[src/rtl/if_id_queue_if.sv]
// Fetch-side and decode-side handshake bundle for the IF/ID instruction queue.
// Combinational wiring only; no latency of its own.
// Backpressure travels as if_ready_out (fetch side) and id_ready_in (decode side).
interface if_id_queue_if #(
   parameter int ADDR_W = 32,
   parameter int INST_W = 32
);
   // fetch -> queue
   logic              if_valid_in;
   logic [ADDR_W-1:0] if_pc_in;
   logic [INST_W-1:0] if_instru_in;
   logic              if_ready_out;
   // queue -> decode
   logic              id_ready_in;
   logic              id_valid_out;
   logic [ADDR_W-1:0] id_pc_out;
   logic [INST_W-1:0] id_instru_out;

   // the pipeline stages around the queue drive the requests and consume the head
   modport master (
      output if_valid_in, if_pc_in, if_instru_in, id_ready_in,
      input  if_ready_out, id_valid_out, id_pc_out, id_instru_out
   );

   // the queue itself
   modport slave (
      input  if_valid_in, if_pc_in, if_instru_in, id_ready_in,
      output if_ready_out, id_valid_out, id_pc_out, id_instru_out
   );
endinterface

[src/rtl/if_id_queue.sv]
// FIFO of (pc, instruction) pairs between fetch and decode; drops zero words, one-cycle flush.
// Latency: an entry pushed at edge N is on id_* after edge N; no bypass path.
// Backpressure: if_ready_out = !full (independent of id_ready_in); rdy_in=0 freezes everything.
module if_id_queue #(
   parameter int DEPTH  = 4,
   parameter int ADDR_W = 32,
   parameter int INST_W = 32,
   parameter int CNT_W  = $clog2(DEPTH) + 1
) (
   input  logic             clk_in,
   input  logic             rst_in,
   input  logic             rdy_in,
   input  logic             flush_in,
   if_id_queue_if.slave     bus,
   output logic [CNT_W-1:0] count_out,
   output logic             full_out,
   output logic             empty_out
);
   localparam int PTR_W = $clog2(DEPTH);

   logic [ADDR_W-1:0] pc_mem   [DEPTH];
   logic [INST_W-1:0] inst_mem [DEPTH];
   logic [PTR_W-1:0]  rd_ptr;
   logic [PTR_W-1:0]  wr_ptr;
   logic [CNT_W-1:0]  count;
   logic              push;
   logic              pop;

   // Handshake qualification; zero words complete the handshake but are never stored.
   always_comb begin
      full_out         = (count == CNT_W'(DEPTH));
      empty_out        = (count == '0);
      bus.if_ready_out = !full_out;
      bus.id_valid_out = !empty_out;
      push = rdy_in && bus.if_valid_in && bus.if_ready_out && !flush_in
             && (bus.if_instru_in != '0);
      pop  = rdy_in && bus.id_valid_out && bus.id_ready_in && !flush_in;
   end

   // Head presentation: an empty queue shows an all-zero bubble to decode.
   always_comb begin
      bus.id_pc_out     = '0;
      bus.id_instru_out = '0;
      if (bus.id_valid_out) begin
         bus.id_pc_out     = pc_mem[rd_ptr];
         bus.id_instru_out = inst_mem[rd_ptr];
      end
   end

   assign count_out = count;

   // Pointer and occupancy update; reset beats flush beats push/pop, rdy_in gates all.
   always_ff @(posedge clk_in) begin
      if (rst_in) begin
         rd_ptr <= '0;
         wr_ptr <= '0;
         count  <= '0;
      end else if (rdy_in) begin
         if (flush_in) begin
            rd_ptr <= '0;
            wr_ptr <= '0;
            count  <= '0;
         end else begin
            if (push) wr_ptr <= wr_ptr + PTR_W'(1);
            if (pop)  rd_ptr <= rd_ptr + PTR_W'(1);
            if (push && !pop)      count <= count + CNT_W'(1);
            else if (pop && !push) count <= count - CNT_W'(1);
         end
      end
   end

   // Entry storage; needs no reset since occupancy alone decides what is visible.
   always_ff @(posedge clk_in) begin
      if (!rst_in && push) begin
         pc_mem[wr_ptr]   <= bus.if_pc_in;
         inst_mem[wr_ptr] <= bus.if_instru_in;
      end
   end
endmodule

[src/flat_wrapper.sv]
// flat-port wrapper written by rule: the top's interface ports become plain ports
module if_id_queue_flat 
#(
   parameter int DEPTH  = 4,
   parameter int ADDR_W = 32,
   parameter int INST_W = 32,
   parameter int CNT_W  = $clog2(DEPTH) + 1
)
  (clk_in, rst_in, rdy_in, flush_in, count_out, full_out, empty_out, bus_if_valid_in, bus_if_pc_in, bus_if_instru_in, bus_id_ready_in, bus_if_ready_out, bus_id_valid_out, bus_id_pc_out, bus_id_instru_out);
  if_id_queue_if #(.ADDR_W(ADDR_W), .INST_W(INST_W)) bus_i ();
  input  logic clk_in;
  input  logic rst_in;
  input  logic rdy_in;
  input  logic flush_in;
  output logic [CNT_W-1:0] count_out;
  output logic full_out;
  output logic empty_out;
  input wire logic [$bits(bus_i.if_valid_in)-1:0] bus_if_valid_in;
  input wire logic [$bits(bus_i.if_pc_in)-1:0] bus_if_pc_in;
  input wire logic [$bits(bus_i.if_instru_in)-1:0] bus_if_instru_in;
  input wire logic [$bits(bus_i.id_ready_in)-1:0] bus_id_ready_in;
  output wire logic [$bits(bus_i.if_ready_out)-1:0] bus_if_ready_out;
  output wire logic [$bits(bus_i.id_valid_out)-1:0] bus_id_valid_out;
  output wire logic [$bits(bus_i.id_pc_out)-1:0] bus_id_pc_out;
  output wire logic [$bits(bus_i.id_instru_out)-1:0] bus_id_instru_out;
  assign bus_i.if_valid_in = bus_if_valid_in;
  assign bus_i.if_pc_in = bus_if_pc_in;
  assign bus_i.if_instru_in = bus_if_instru_in;
  assign bus_i.id_ready_in = bus_id_ready_in;
  assign bus_if_ready_out = bus_i.if_ready_out;
  assign bus_id_valid_out = bus_i.id_valid_out;
  assign bus_id_pc_out = bus_i.id_pc_out;
  assign bus_id_instru_out = bus_i.id_instru_out;
  if_id_queue #(.DEPTH(DEPTH), .ADDR_W(ADDR_W), .INST_W(INST_W), .CNT_W(CNT_W)) u_core (.clk_in(clk_in), .rst_in(rst_in), .rdy_in(rdy_in), .flush_in(flush_in), .bus(bus_i), .count_out(count_out), .full_out(full_out), .empty_out(empty_out));
endmodule
[config.mk]
export PLATFORM = sky130hd
export DESIGN_NAME = if_id_queue_flat
export DESIGN_NICKNAME = d
export VERILOG_FILES = /design/src/rtl/if_id_queue_if.sv /design/src/rtl/if_id_queue.sv /design/src/flat_wrapper.sv
export SDC_FILE = /design/constraint.sdc
export NUM_CORES = 1
export LEC_CHECK = 0
export ABC_CLOCK_PERIOD_IN_PS = 4700
export CAP_MARGIN = 10
export CELL_PAD_IN_SITES_DETAIL_PLACEMENT = 1
export CELL_PAD_IN_SITES_GLOBAL_PLACEMENT = 1
export CORE_UTILIZATION = 49
export CTS_BUF_LIST = sky130_fd_sc_hd__clkbuf_4
export DETAILED_ROUTE_END_ITERATION = 8
export HOLD_SLACK_MARGIN = 0.1
export PLACE_DENSITY_LB_ADDON = 0.1
export SETUP_SLACK_MARGIN = 0.3
export SYNTH_ARGS = -nofsm -noshare
export SYNTH_HDL_FRONTEND = slang
export SYNTH_SLANG_ARGS = --single-unit
[constraint.sdc]
create_clock -name clk_in -period 4.7 [get_ports clk_in]
set_clock_uncertainty 0.05 [all_clocks]
set_input_delay 0.94 -clock clk_in [delete_from_list [all_inputs] [get_ports clk_in]]
set_output_delay 0.94 -clock clk_in [all_outputs]
set_load 0.01 [all_outputs]
==> results.md, run 1 <==
* Reg2Reg Capture Point: u_core.count_out[1]
* Die Y at around 150 um
* Buf/Inv on CP at 2
* Syn Area/Cell at 20.9 um2
* Area Overhead vs Synth at 25.0%
* WP data required at about 3700 ps
* Delay-heaviest family, CP: simple AND/OR/NAND/NOR gates
* Core Area at 20400 um2
* R2R depth at 9
* Power density cells at approximately 390 nW/um2
* Netlist cell types at 36
* Leakage power at 4.12 nW
* Clk Tree Root Cell: clkbuf_4
* R2R setup slack at 1380 ps
* Max layer used: met4
* IO buf count at between 100 and 150
* Final setup fails at 0
* Fmax at around 0.24 GHz
* Endpoints failing hold at 0
* Crit Path Max Fanout at 56
* Startpoint Class: register
* Wire per inst at 21.7 um
* Post-synth top flop: edfxtp_1
* WP depth at 4
* Status: completed
* Tcrit/Tclk final at 0.870
* Clk pin slew, worst setup/hold paths at 60 ps
* Hold Path Class: reg -> reg
* CP max-delay cell: or3_2
* Clock power share at 0.396
* Overall power at 4.98 mW
* Crit path DAT at 3100 ps
* Crit path from: u_core.count_out[2]
* DR vias at 5414
* Clock tree sinks at 265
* Max Cap Violations at 0
* Hold-fix buffer count after cts at 0
* Htree depth at 3
* Worst path cell trace: or3_2 > buf_4 > and2_1 > clkdlybuf4s50_1
* Final wirelength at 21800 um
* Total congestion overflow at 0
* HPWL Detailed at ~12000 um
* Syn Nets at 569
* CP max stage delay at 890 ps
* FP Rows at 52
* Die Span X at 147 um
* DR WL met2 at 11300 um
* Setup CP Type: reg -> out
* First-pass GRT wire length at 33900 um
* Max IR drop VDD at 231 uV
* Initial antenna violation count at 1
* Total track usage at 0.211
* Mapped cell area at 10300 um2
* CTS buffer count at 70
* DRT met1 WL at around 9000 um
* Post-DP Area at 12000 um2
* Vias in the first global route at 6163
* DR pass1 iterations at 4
* Final instance area at 12900 um2
* Drc violations at 0
* Io pins at 141
* Slew Viols, Final at 0
* Clock Path Buffers at 3
* Post-cts sizing count at 0
* Crit path to: bus_id_instru_out[11]
* Post-synth EDFFs at 256
* Initial core utilization at 0.505
* P_int at just under 4 mW
* Final Critical Period at between 4000 and 5000 ps
* Fraction of registers with async set/reset at 0
* Worst rel slew slack at 0.298
* Worst reg2reg startpoint: u_core.count_out[2]
* Routed Antenna Nets at 0
* Cells after Synth at between 400 and 500
* Crit. End Element: output port
* Reg power frac at 0.525
* Clk_lat worst skew at 620 ps
* Post-layout nets at 762
* Postcts setup bufs at 0
* Post-synthesis sequential area ratio at 0.762
* CTS tree: yes
* Post-route setup TNS at 0 ps
* Met3 wire length at 1100 um
* Yosys warns at 0
* Layout cells sized above 1 at 0.254
* Worst-Margin Slew at about 1100 ps
* Post-synthesis register bit count at 265
* Vias per cell at 5.40
* Largest net degree at the start of global routing at 65
* Switch share at 0.217
* GPL Wtd Cong at 0.771
* Detailed Route Iter0 Violations at 274
* RSZ-0062 raised after global routing: no
* Switching power at 1.08 mW
* Comb pwr share at 0.078
* Die Area at 21600 um2
metal layers:
metal / vias up / GRT usage
li1: 2433 / -
met1: 2783 / 0.256
met2: 166 / 0.359
met3: 32 / 0.0553
met4: 0 / 0.0881
met5: - / 0
synthesized netlist by cell type (all sizes together) (3+ instances only):
cell,n,share of area
a21oi,4,0.0019
and2,68,0.041
buf,8,0.0038
clkbuf,15,0.0055
dfxtp,9,0.017
edfxtp,256,0.74
ha,4,0.0048
inv,7,0.0025
mux4,64,0.14
nand2,6,0.0022
nand2b,4,0.0024
nand3,6,0.0034
nor2,7,0.0025
nor4,9,0.0055
o211ai,3,0.0022
o21ai,4,0.0023
power by group through the flow:
stage                     Sequential (mW)  Combinational, mW  Clock [mW]
final                                2.61              0.388        1.97
after global routing                 2.61              0.418        2.15
after CTS                            2.61              0.396        2.04
after detailed placement             2.67              0.393           0
after global placement               2.66              0.384           0
after floorplan                      2.66              0.154           0
cells by family after synthesis:
kind of cell | synth area share
compound gates | 0.0105
xor+xnor | 0.00170
fa+ha+maj | 0.00679
buf+inv | 0.0118
flops | 0.762
mux | 0.143
simple gates | 0.0641
placed cells by master (no fill, tap or decap), types with 2 or more instances in the layout:
cell type,netlist,routed
nor2_1,7,7
xnor2_1,2,2
dfxtp_4,0,2
nand2_1,6,6
mux4_2,64,64
nand4_1,2,2
dfxtp_1,9,7
o21ai_0,3,3
o211ai_1,3,3
clkdlybuf4s50_1,0,140
ha_1,4,4
bufinv_16,0,2
inv_2,0,2
and2_1,68,64
mux2i_1,2,2
clkbuf_4,0,100
edfxtp_1,256,256
a21oi_1,4,4
clkinv_1,0,12
buf_4,0,3
and2_4,0,4
nand2b_1,4,4
nand3_1,5,5
inv_1,7,7
nor4_1,9,9
layout make-up:
| cell class | instances | area [um2] |
|---|---|---|
| inverter | 7 | 26.3 |
| timing repair buffer | 144 | 1440 |
| multi-input combinational | 199 | 2340 |
| fill | 1798 | 7530 |
| tap | 270 | 338 |
| antenna | 1 | 2.50 |
| clock buffer | 100 | 751 |
| clock inverter | 17 | 118 |
| sequential | 265 | 7880 |
stage by stage:
step / hold WS, ps / util / std cells / setup slack [ps]
floorplan: 427 / - / 494 / 901
global placement: 443 / 0.589 / 885 / 774
detailed placement: 465 / 0.589 / 885 / 685
CTS: 479 / 0.631 / 1002 / 456
global route: 506 / 0.631 / 1003 / 347
finish: 482 / 0.631 / 1003 / 612
worst min-delay path by stage:
| stage | from | to | slack (ps) | depth (start not counted) |
|---|---|---|---|---|
| 3_3_place_gp | u_core.rd_ptr[0] | register | 440 | 1 |
| 2_1_floorplan | u_core.rd_ptr[0] | register | 430 | 1 |
| 3_5_place_dp | u_core.rd_ptr[0] | register | 470 | 1 |
| 6_report | u_core.rd_ptr[0] | register | 480 | 1 |
| 4_1_cts | u_core.rd_ptr[0] | register | 480 | 1 |
| 5_1_grt | u_core.rd_ptr[0] | register | 510 | 1 |
flip-flops by register name (all words and copies together), names as in the netlist, named ones only:
name	flops
u_core.wr_ptr	2
u_core.rd_ptr	2
u_core.pc_mem	128
u_core.count_out	3
u_core.inst_mem	128
(Power assumes the default switching activity.)
==> run 2: changes to the inputs <==
Settings changed: ABC_CLOCK_PERIOD_IN_PS 4700 to not set, SKIP_LAST_GASP set to 1.
==> results of run 2 <==
The final DEF is identical to that of run 1; final timing and power are the same.
